<file path="src/rtl/hazard_ctrl_if.sv">
// Hazard controller bus: D/E/M stage hazard inputs and the stall/flush/mult-div outputs.
// The pipeline side uses master, the hazard controller uses slave.
interface hazard_ctrl_if;
  logic [4:0]  d_rs;
  logic [4:0]  d_rt;
  logic        d_use_rs;
  logic        d_use_rt;
  logic [1:0]  d_tuse_rs;
  logic [1:0]  d_tuse_rt;
  logic        d_is_md;
  logic [4:0]  e_wa;
  logic [1:0]  e_tnew;
  logic [4:0]  m_wa;
  logic [1:0]  m_tnew;
  logic        e_mult;
  logic        e_div;
  logic        stall_fd;
  logic        flush_de;
  logic        md_start;
  logic        md_busy;
  logic        md_done;
  logic [31:0] stall_cnt;

  modport master (
    output d_rs, d_rt, d_use_rs, d_use_rt, d_tuse_rs, d_tuse_rt, d_is_md,
           e_wa, e_tnew, m_wa, m_tnew, e_mult, e_div,
    input  stall_fd, flush_de, md_start, md_busy, md_done, stall_cnt
  );

  modport slave (
    input  d_rs, d_rt, d_use_rs, d_use_rt, d_tuse_rs, d_tuse_rt, d_is_md,
           e_wa, e_tnew, m_wa, m_tnew, e_mult, e_div,
    output stall_fd, flush_de, md_start, md_busy, md_done, stall_cnt
  );
endinterface

</file>
<file path="src/rtl/hazard_ctrl.sv">
// Stall/flush sequencer for the 5-stage pipeline: Tuse/Tnew data hazards,
// multiply/divide busy sequencing and a saturating stall-cycle counter.
module hazard_ctrl #(
  parameter int unsigned MULT_LAT = 5,
  parameter int unsigned DIV_LAT  = 10,
  parameter int unsigned CNT_W    = 4
) (
  input logic         clk,
  input logic         reset,
  hazard_ctrl_if.slave hz
);

  typedef enum logic {IDLE, BUSY} md_state_t;

  localparam logic [CNT_W-1:0] MULT_LD = CNT_W'(MULT_LAT);
  localparam logic [CNT_W-1:0] DIV_LD  = CNT_W'(DIV_LAT);

  md_state_t        state;
  logic [CNT_W-1:0] cnt;
  logic             md_busy_q;
  logic             md_done_q;
  logic [31:0]      stall_cnt_q;

  logic haz_rs;
  logic haz_rt;
  logic md_start;
  logic md_haz;
  logic stall;

  // A source register stalls D when a producer in E or M will not have its
  // result ready by the time the consumer needs it; register 0 never matches.
  function automatic logic src_hazard(
    input logic [4:0] idx,
    input logic       use_src,
    input logic [1:0] tuse,
    input logic [4:0] e_wa,
    input logic [1:0] e_tnew,
    input logic [4:0] m_wa,
    input logic [1:0] m_tnew
  );
    return use_src && (idx != 5'd0) &&
           (((idx == e_wa) && (e_tnew > tuse)) ||
            ((idx == m_wa) && (m_tnew > tuse)));
  endfunction

  always_comb begin
    haz_rs   = src_hazard(hz.d_rs, hz.d_use_rs, hz.d_tuse_rs,
                          hz.e_wa, hz.e_tnew, hz.m_wa, hz.m_tnew);
    haz_rt   = src_hazard(hz.d_rt, hz.d_use_rt, hz.d_tuse_rt,
                          hz.e_wa, hz.e_tnew, hz.m_wa, hz.m_tnew);
    md_start = (hz.e_mult || hz.e_div) && !md_busy_q;
    md_haz   = hz.d_is_md && (md_busy_q || md_start);
    stall    = haz_rs || haz_rt || md_haz;
  end

  always_ff @(posedge clk) begin
    if (reset) begin
      state       <= IDLE;
      cnt         <= '0;
      md_busy_q   <= 1'b0;
      md_done_q   <= 1'b0;
      stall_cnt_q <= '0;
    end else begin
      md_done_q <= 1'b0;
      case (state)
        IDLE: begin
          if (md_start) begin
            cnt       <= hz.e_div ? DIV_LD : MULT_LD;
            state     <= BUSY;
            md_busy_q <= 1'b1;
          end
        end
        BUSY: begin
          if (cnt == CNT_W'(1)) begin
            cnt       <= '0;
            state     <= IDLE;
            md_busy_q <= 1'b0;
            md_done_q <= 1'b1;
          end else begin
            cnt <= cnt - CNT_W'(1);
          end
        end
        default: begin
          state     <= IDLE;
          md_busy_q <= 1'b0;
        end
      endcase
      if (stall && (stall_cnt_q != '1))
        stall_cnt_q <= stall_cnt_q + 32'd1;
    end
  end

  assign hz.stall_fd  = stall;
  assign hz.flush_de  = stall;
  assign hz.md_start  = md_start;
  assign hz.md_busy   = md_busy_q;
  assign hz.md_done   = md_done_q;
  assign hz.stall_cnt = stall_cnt_q;

endmodule

</file>
<file path="src/flat_wrapper.sv">
// flat-port wrapper written by rule: the top's interface ports become plain ports
module hazard_ctrl_flat 
#(
  parameter int unsigned MULT_LAT = 5,
  parameter int unsigned DIV_LAT  = 10,
  parameter int unsigned CNT_W    = 4
)
  (clk, reset, hz_d_rs, hz_d_rt, hz_d_use_rs, hz_d_use_rt, hz_d_tuse_rs, hz_d_tuse_rt, hz_d_is_md, hz_e_wa, hz_e_tnew, hz_m_wa, hz_m_tnew, hz_e_mult, hz_e_div, hz_stall_fd, hz_flush_de, hz_md_start, hz_md_busy, hz_md_done, hz_stall_cnt);
  hazard_ctrl_if hz_i ();
  input logic clk;
  input logic reset;
  input wire logic [$bits(hz_i.d_rs)-1:0] hz_d_rs;
  input wire logic [$bits(hz_i.d_rt)-1:0] hz_d_rt;
  input wire logic [$bits(hz_i.d_use_rs)-1:0] hz_d_use_rs;
  input wire logic [$bits(hz_i.d_use_rt)-1:0] hz_d_use_rt;
  input wire logic [$bits(hz_i.d_tuse_rs)-1:0] hz_d_tuse_rs;
  input wire logic [$bits(hz_i.d_tuse_rt)-1:0] hz_d_tuse_rt;
  input wire logic [$bits(hz_i.d_is_md)-1:0] hz_d_is_md;
  input wire logic [$bits(hz_i.e_wa)-1:0] hz_e_wa;
  input wire logic [$bits(hz_i.e_tnew)-1:0] hz_e_tnew;
  input wire logic [$bits(hz_i.m_wa)-1:0] hz_m_wa;
  input wire logic [$bits(hz_i.m_tnew)-1:0] hz_m_tnew;
  input wire logic [$bits(hz_i.e_mult)-1:0] hz_e_mult;
  input wire logic [$bits(hz_i.e_div)-1:0] hz_e_div;
  output wire logic [$bits(hz_i.stall_fd)-1:0] hz_stall_fd;
  output wire logic [$bits(hz_i.flush_de)-1:0] hz_flush_de;
  output wire logic [$bits(hz_i.md_start)-1:0] hz_md_start;
  output wire logic [$bits(hz_i.md_busy)-1:0] hz_md_busy;
  output wire logic [$bits(hz_i.md_done)-1:0] hz_md_done;
  output wire logic [$bits(hz_i.stall_cnt)-1:0] hz_stall_cnt;
  assign hz_i.d_rs = hz_d_rs;
  assign hz_i.d_rt = hz_d_rt;
  assign hz_i.d_use_rs = hz_d_use_rs;
  assign hz_i.d_use_rt = hz_d_use_rt;
  assign hz_i.d_tuse_rs = hz_d_tuse_rs;
  assign hz_i.d_tuse_rt = hz_d_tuse_rt;
  assign hz_i.d_is_md = hz_d_is_md;
  assign hz_i.e_wa = hz_e_wa;
  assign hz_i.e_tnew = hz_e_tnew;
  assign hz_i.m_wa = hz_m_wa;
  assign hz_i.m_tnew = hz_m_tnew;
  assign hz_i.e_mult = hz_e_mult;
  assign hz_i.e_div = hz_e_div;
  assign hz_stall_fd = hz_i.stall_fd;
  assign hz_flush_de = hz_i.flush_de;
  assign hz_md_start = hz_i.md_start;
  assign hz_md_busy = hz_i.md_busy;
  assign hz_md_done = hz_i.md_done;
  assign hz_stall_cnt = hz_i.stall_cnt;
  hazard_ctrl #(.MULT_LAT(MULT_LAT), .DIV_LAT(DIV_LAT), .CNT_W(CNT_W)) u_core (.clk(clk), .reset(reset), .hz(hz_i));
endmodule
</file>
<file path="config.mk">
export PLATFORM = sky130hd
export DESIGN_NAME = hazard_ctrl_flat
export DESIGN_NICKNAME = d
export VERILOG_FILES = /design/src/rtl/hazard_ctrl_if.sv /design/src/rtl/hazard_ctrl.sv /design/src/flat_wrapper.sv
export SDC_FILE = /design/constraint.sdc
export NUM_CORES = 1
export LEC_CHECK = 0
export BUFFER_PORTS_ARGS = -buffer_cell sky130_fd_sc_hd__buf_4
export CAP_MARGIN = 10
export CORE_MARGIN = 2
export CORE_UTILIZATION = 53
export DETAILED_ROUTE_END_ITERATION = 8
export GPL_TIMING_DRIVEN = 0
export PLACE_DENSITY = 0.9
export SLEW_MARGIN = 25
export SYNTH_ARGS = -nofsm -noshare
export SYNTH_HDL_FRONTEND = slang
export SYNTH_SLANG_ARGS = --single-unit
</file>
<file path="constraint.sdc">
create_clock -name clk -period 3.58 [get_ports clk]
set_clock_uncertainty 0.2 [all_clocks]
set_input_delay 0.716 -clock clk [delete_from_list [all_inputs] [get_ports clk]]
set_output_delay 0.716 -clock clk [all_outputs]
set_load 0.02 [all_outputs]
</file>
==> run summary <==
## STA
• **shortest clock period the worst path allows after layout** 3.48 ns
• **RSZ-0062 raised after global routing** no
• **final cycle utilization of the critical path** 97.2%
• **total count of hold-check failures in the final report** 0
• **Setup-failing EPs final** 0
• **max_slew headroom** 57.5%
• **final max-slew violation count** 0
• **summed negative setup slack over all endpoints** 0 ns
• **slew of the pin with the lowest slew margin** 0.637 ns
• **final setup margin** 0.0990 ns
• **Max Freq** 287 MHz

## Drt
• **DRC** 0
• **ANT nets after route** 0
• **drt wl/cell** 15.2 microns
• **detailed-route vias per instance** 5.79
• **total wirelength of the detailed-routed design** 7.08 mm
• **drt initial violations** 220
• **number of iterations in the first detailed-routing pass** 5
• **total number of vias** 2,699

## Logic synthesis
• **part of the Yosys area used for sequential elements** 29.8%
• **Post-synth top flop** sky130_fd_sc_hd__dfxtp_1
• **flops & latches, synth** 39
• **number of flops mapped to enable cells by yosys** 0
• **library cell with the highest instance count after synthesis** sky130_fd_sc_hd__nor2_1
• **total of warnings raised by yosys** 0
• **cell count after synthesis** 320
• **cell type with the highest aggregate area in the netlist** sky130_fd_sc_hd__dfxtp_1
• **Net Count, Synth** 366
• **commonest cells in the synthesized netlist** 47 x sky130_fd_sc_hd__nor2_1, 39 x sky130_fd_sc_hd__dfxtp_1, 22 x sky130_fd_sc_hd__xnor2_1, 20 x sky130_fd_sc_hd__nand2_1, 19 x sky130_fd_sc_hd__a21oi_1
• **FFs w/ async S/R, synth** 0%
• **number of unique standard cell types used by synthesis** 56
• **cells taking the most area after synthesis** sky130_fd_sc_hd__dfxtp_1 30%, sky130_fd_sc_hd__xnor2_1 7.4%, sky130_fd_sc_hd__nor2_1 6.7%
• **Cell Area, Synth** 2620 sq um
• **average size of a mapped cell** 8.18 sq um
• **Synth top area share** 29.8%

## Pwr
• **relative contribution of combinational cells to total power** 21.6%
• **cell leakage power** 1.33 nW
• **switching power share of the total** 30.9%
• **power density over the cells** 294 nW/um^2
• **Int Power** 0.676 mW
• **Flop pwr share** 46.9%
• **switching power summed over all nets** 0.302 mW
• **maximum vdd drop** 0.284 mV
• **clock network fraction of design power** 31.5%

## Min path
• **HP Class** reg -> reg

## Clock network
• **total number of H-tree levels** 2
• **Skew-Pair Late Insertion Delay** 0.31 ns
• **clock tree root driver cell** sky130_fd_sc_hd__clkbuf_8
• **number of buffers added by the clock tree synthesis step** 5
• **count of hold-fix buffers inserted at cts** 0
• **CTS tree** done
• **Clock Pin Slew Worst Setup and Hold Paths** 0.09 ns
• **post-CTS setup buffer count** 0
• **post-cts sizing count** 0
• **Clock Path Buffers** 2
• **sink count of the clock tree** 39

## Global route
• **largest net degree at the start of global routing** 14
• **GRT Util Overall** 26.0%
• **residual overflow from global routing** 0
• **wire length of the first global-routing pass** 11.1 mm
• **number of global-route vias before repair** 2,443
• **initial antenna violation count** 0

## Place
• **setup slack after placement** 0.136 ns
• **gp weighted congestion** 0.847
• **half-perimeter wire length after detailed placement** 5.45 mm
• **IO Port Bufs** 71

## Die
• **starting utilization of the core area** 55.1%
• **# IOs** 72
• **std cell rows** 25
• **die span in y** 74.3 microns
• **Chip Width** 74.3 microns
• **Die Outline Area** 5520 sq um
• **core box area** 4750 sq um

## Worst setup path
• **critical path capture point type** output port
• **Arrival @ worst endpoint** 2.57 ns
• **CP Class** in -> out
• **critical path startpoint category** input port
• **slack of the worst reg-to-reg path** 0.97 ns
• **required time of the worst setup path** 2.66 ns
• **CP Max Fanout** 6

## Final layout
• **Layout area overhead** 27.0%
• **nets** 444
• **Antenna Cells** 0
• **share of cells above drive strength 1** 26.6%

## Job
• **number of maximum-capacitance constraint violations** 0

## Status
• **outcome** finished clean

## power groups by stage
stage / clock network, mW / registers (mW) / logic, mW
3_5_place_dp: 0 / 0.469 / 0.209
4_1_cts: 0.305 / 0.459 / 0.211
6_report: 0.308 / 0.459 / 0.211
5_1_grt: 0.327 / 0.461 / 0.230
2_1_floorplan: 0 / 0.471 / 0.123
3_3_place_gp: 0 / 0.468 / 0.201
## final timing paths
| kind | from | end | depth (start not counted) |
|---|---|---|---|
| worst max-delay path | hz_d_tuse_rt[1] | hz_stall_fd | 9 |
| worst min-delay path | u_core.hz.stall_cnt[22] | u_core.hz.stall_cnt[22] | 2 |
| worst max register to register | u_core.hz.stall_cnt[0] | u_core.hz.stall_cnt[26] | 9 |
| worst min register to register | u_core.hz.stall_cnt[22] | u_core.hz.stall_cnt[22] | 2 |
## metrics by stage
stage	hold WS, ns	cells	util, %	power (mW)	area [sq um]
finish	0.323	466	69.9	0.979	3320
global route	0.380	466	69.9	1.02	3320
CTS	0.325	466	69.9	0.974	3320
detailed placement	0.313	458	68.0	0.678	3230
global placement	0.306	458	68.0	0.669	3230
floorplan	0.291	320	-	0.595	2620
## critical path, stage by stage
cell                       delay, ns
sky130_fd_sc_hd__buf_4          0.11
sky130_fd_sc_hd__inv_1          0.08
sky130_fd_sc_hd__ha_1           0.24
sky130_fd_sc_hd__a21oi_1        0.30
sky130_fd_sc_hd__nor4_4         0.10
sky130_fd_sc_hd__o21bai_2       0.39
sky130_fd_sc_hd__nand2_1        0.28
sky130_fd_sc_hd__buf_4          0.21
sky130_fd_sc_hd__buf_4          0.15
## flip-flops by register name, summed over array words and instances (netlist names)
| signal | count |
|---|---|
| u_core.hz.md_busy | 1 |
| u_core.cnt | 4 |
| u_core.hz.md_done | 1 |
| u_core.hz.stall_cnt | 32 |
| u_core.state | 1 |
## area by class of cell
cell class	instances	area (sq um)
Clock inverter	3	20.0
Inverter	16	60.1
Buffer	11	53.8
Fill cell	386	1430
Timing Repair Buffer	71	533
Clock buffer	5	68.8
Sequential cell	39	781
Tap cell	67	83.8
Multi-Input combinational cell	254	1720
## cells by family (layout without fill, tap and decap cells)
group,Yosys count,in the layout,share of synthesized area (%)
flops,39,39,29.8
simple gates,148,148,30.9
mux,11,11,4.97
xor+xnor,27,27,9.03
fa+ha+maj,11,11,5.26
compound gates,57,57,15.7
buf+inv,27,106,4.35
## routing by layer
metal / track usage [%] / part of all wire, %
met1: 31.7 / 41
met2: 46.0 / 49
met5: 0 / 0
met3: 3.79 / 7.9
met4: 10.7 / 1.9
## layout by cell type (no fill, tap or decap), types with 2 or more instances in the layout
| cell | instances |
|---|---|
| sky130_fd_sc_hd__xnor2_1 | 22 |
| sky130_fd_sc_hd__a21o_1 | 2 |
| sky130_fd_sc_hd__o21ai_2 | 3 |
| sky130_fd_sc_hd__nor2_1 | 47 |
| sky130_fd_sc_hd__o21ai_1 | 2 |
| sky130_fd_sc_hd__nor4_4 | 2 |
| sky130_fd_sc_hd__a21oi_1 | 19 |
| sky130_fd_sc_hd__mux2_1 | 8 |
| sky130_fd_sc_hd__xor2_1 | 5 |
| sky130_fd_sc_hd__and4_1 | 2 |
| sky130_fd_sc_hd__or4_1 | 4 |
| sky130_fd_sc_hd__nor4_1 | 4 |
| sky130_fd_sc_hd__buf_4 | 72 |
| sky130_fd_sc_hd__clkbuf_1 | 7 |
| sky130_fd_sc_hd__or2_2 | 3 |
| sky130_fd_sc_hd__o21ai_0 | 7 |
| sky130_fd_sc_hd__o31ai_1 | 2 |
| sky130_fd_sc_hd__nor3_1 | 6 |
| sky130_fd_sc_hd__inv_1 | 16 |
| sky130_fd_sc_hd__a31o_1 | 2 |
| sky130_fd_sc_hd__nor2b_1 | 14 |
| sky130_fd_sc_hd__nand4_1 | 18 |
| sky130_fd_sc_hd__dfxtp_1 | 39 |
| sky130_fd_sc_hd__or3_1 | 9 |
| sky130_fd_sc_hd__nand2_1 | 20 |
| sky130_fd_sc_hd__mux2_4 | 2 |
| sky130_fd_sc_hd__a211oi_1 | 4 |
| sky130_fd_sc_hd__nand3_1 | 11 |
| sky130_fd_sc_hd__a2111oi_2 | 2 |
| sky130_fd_sc_hd__clkbuf_8 | 5 |
| sky130_fd_sc_hd__clkinvlp_4 | 2 |
| sky130_fd_sc_hd__ha_1 | 11 |
Power figures use the tool's default switching activity.
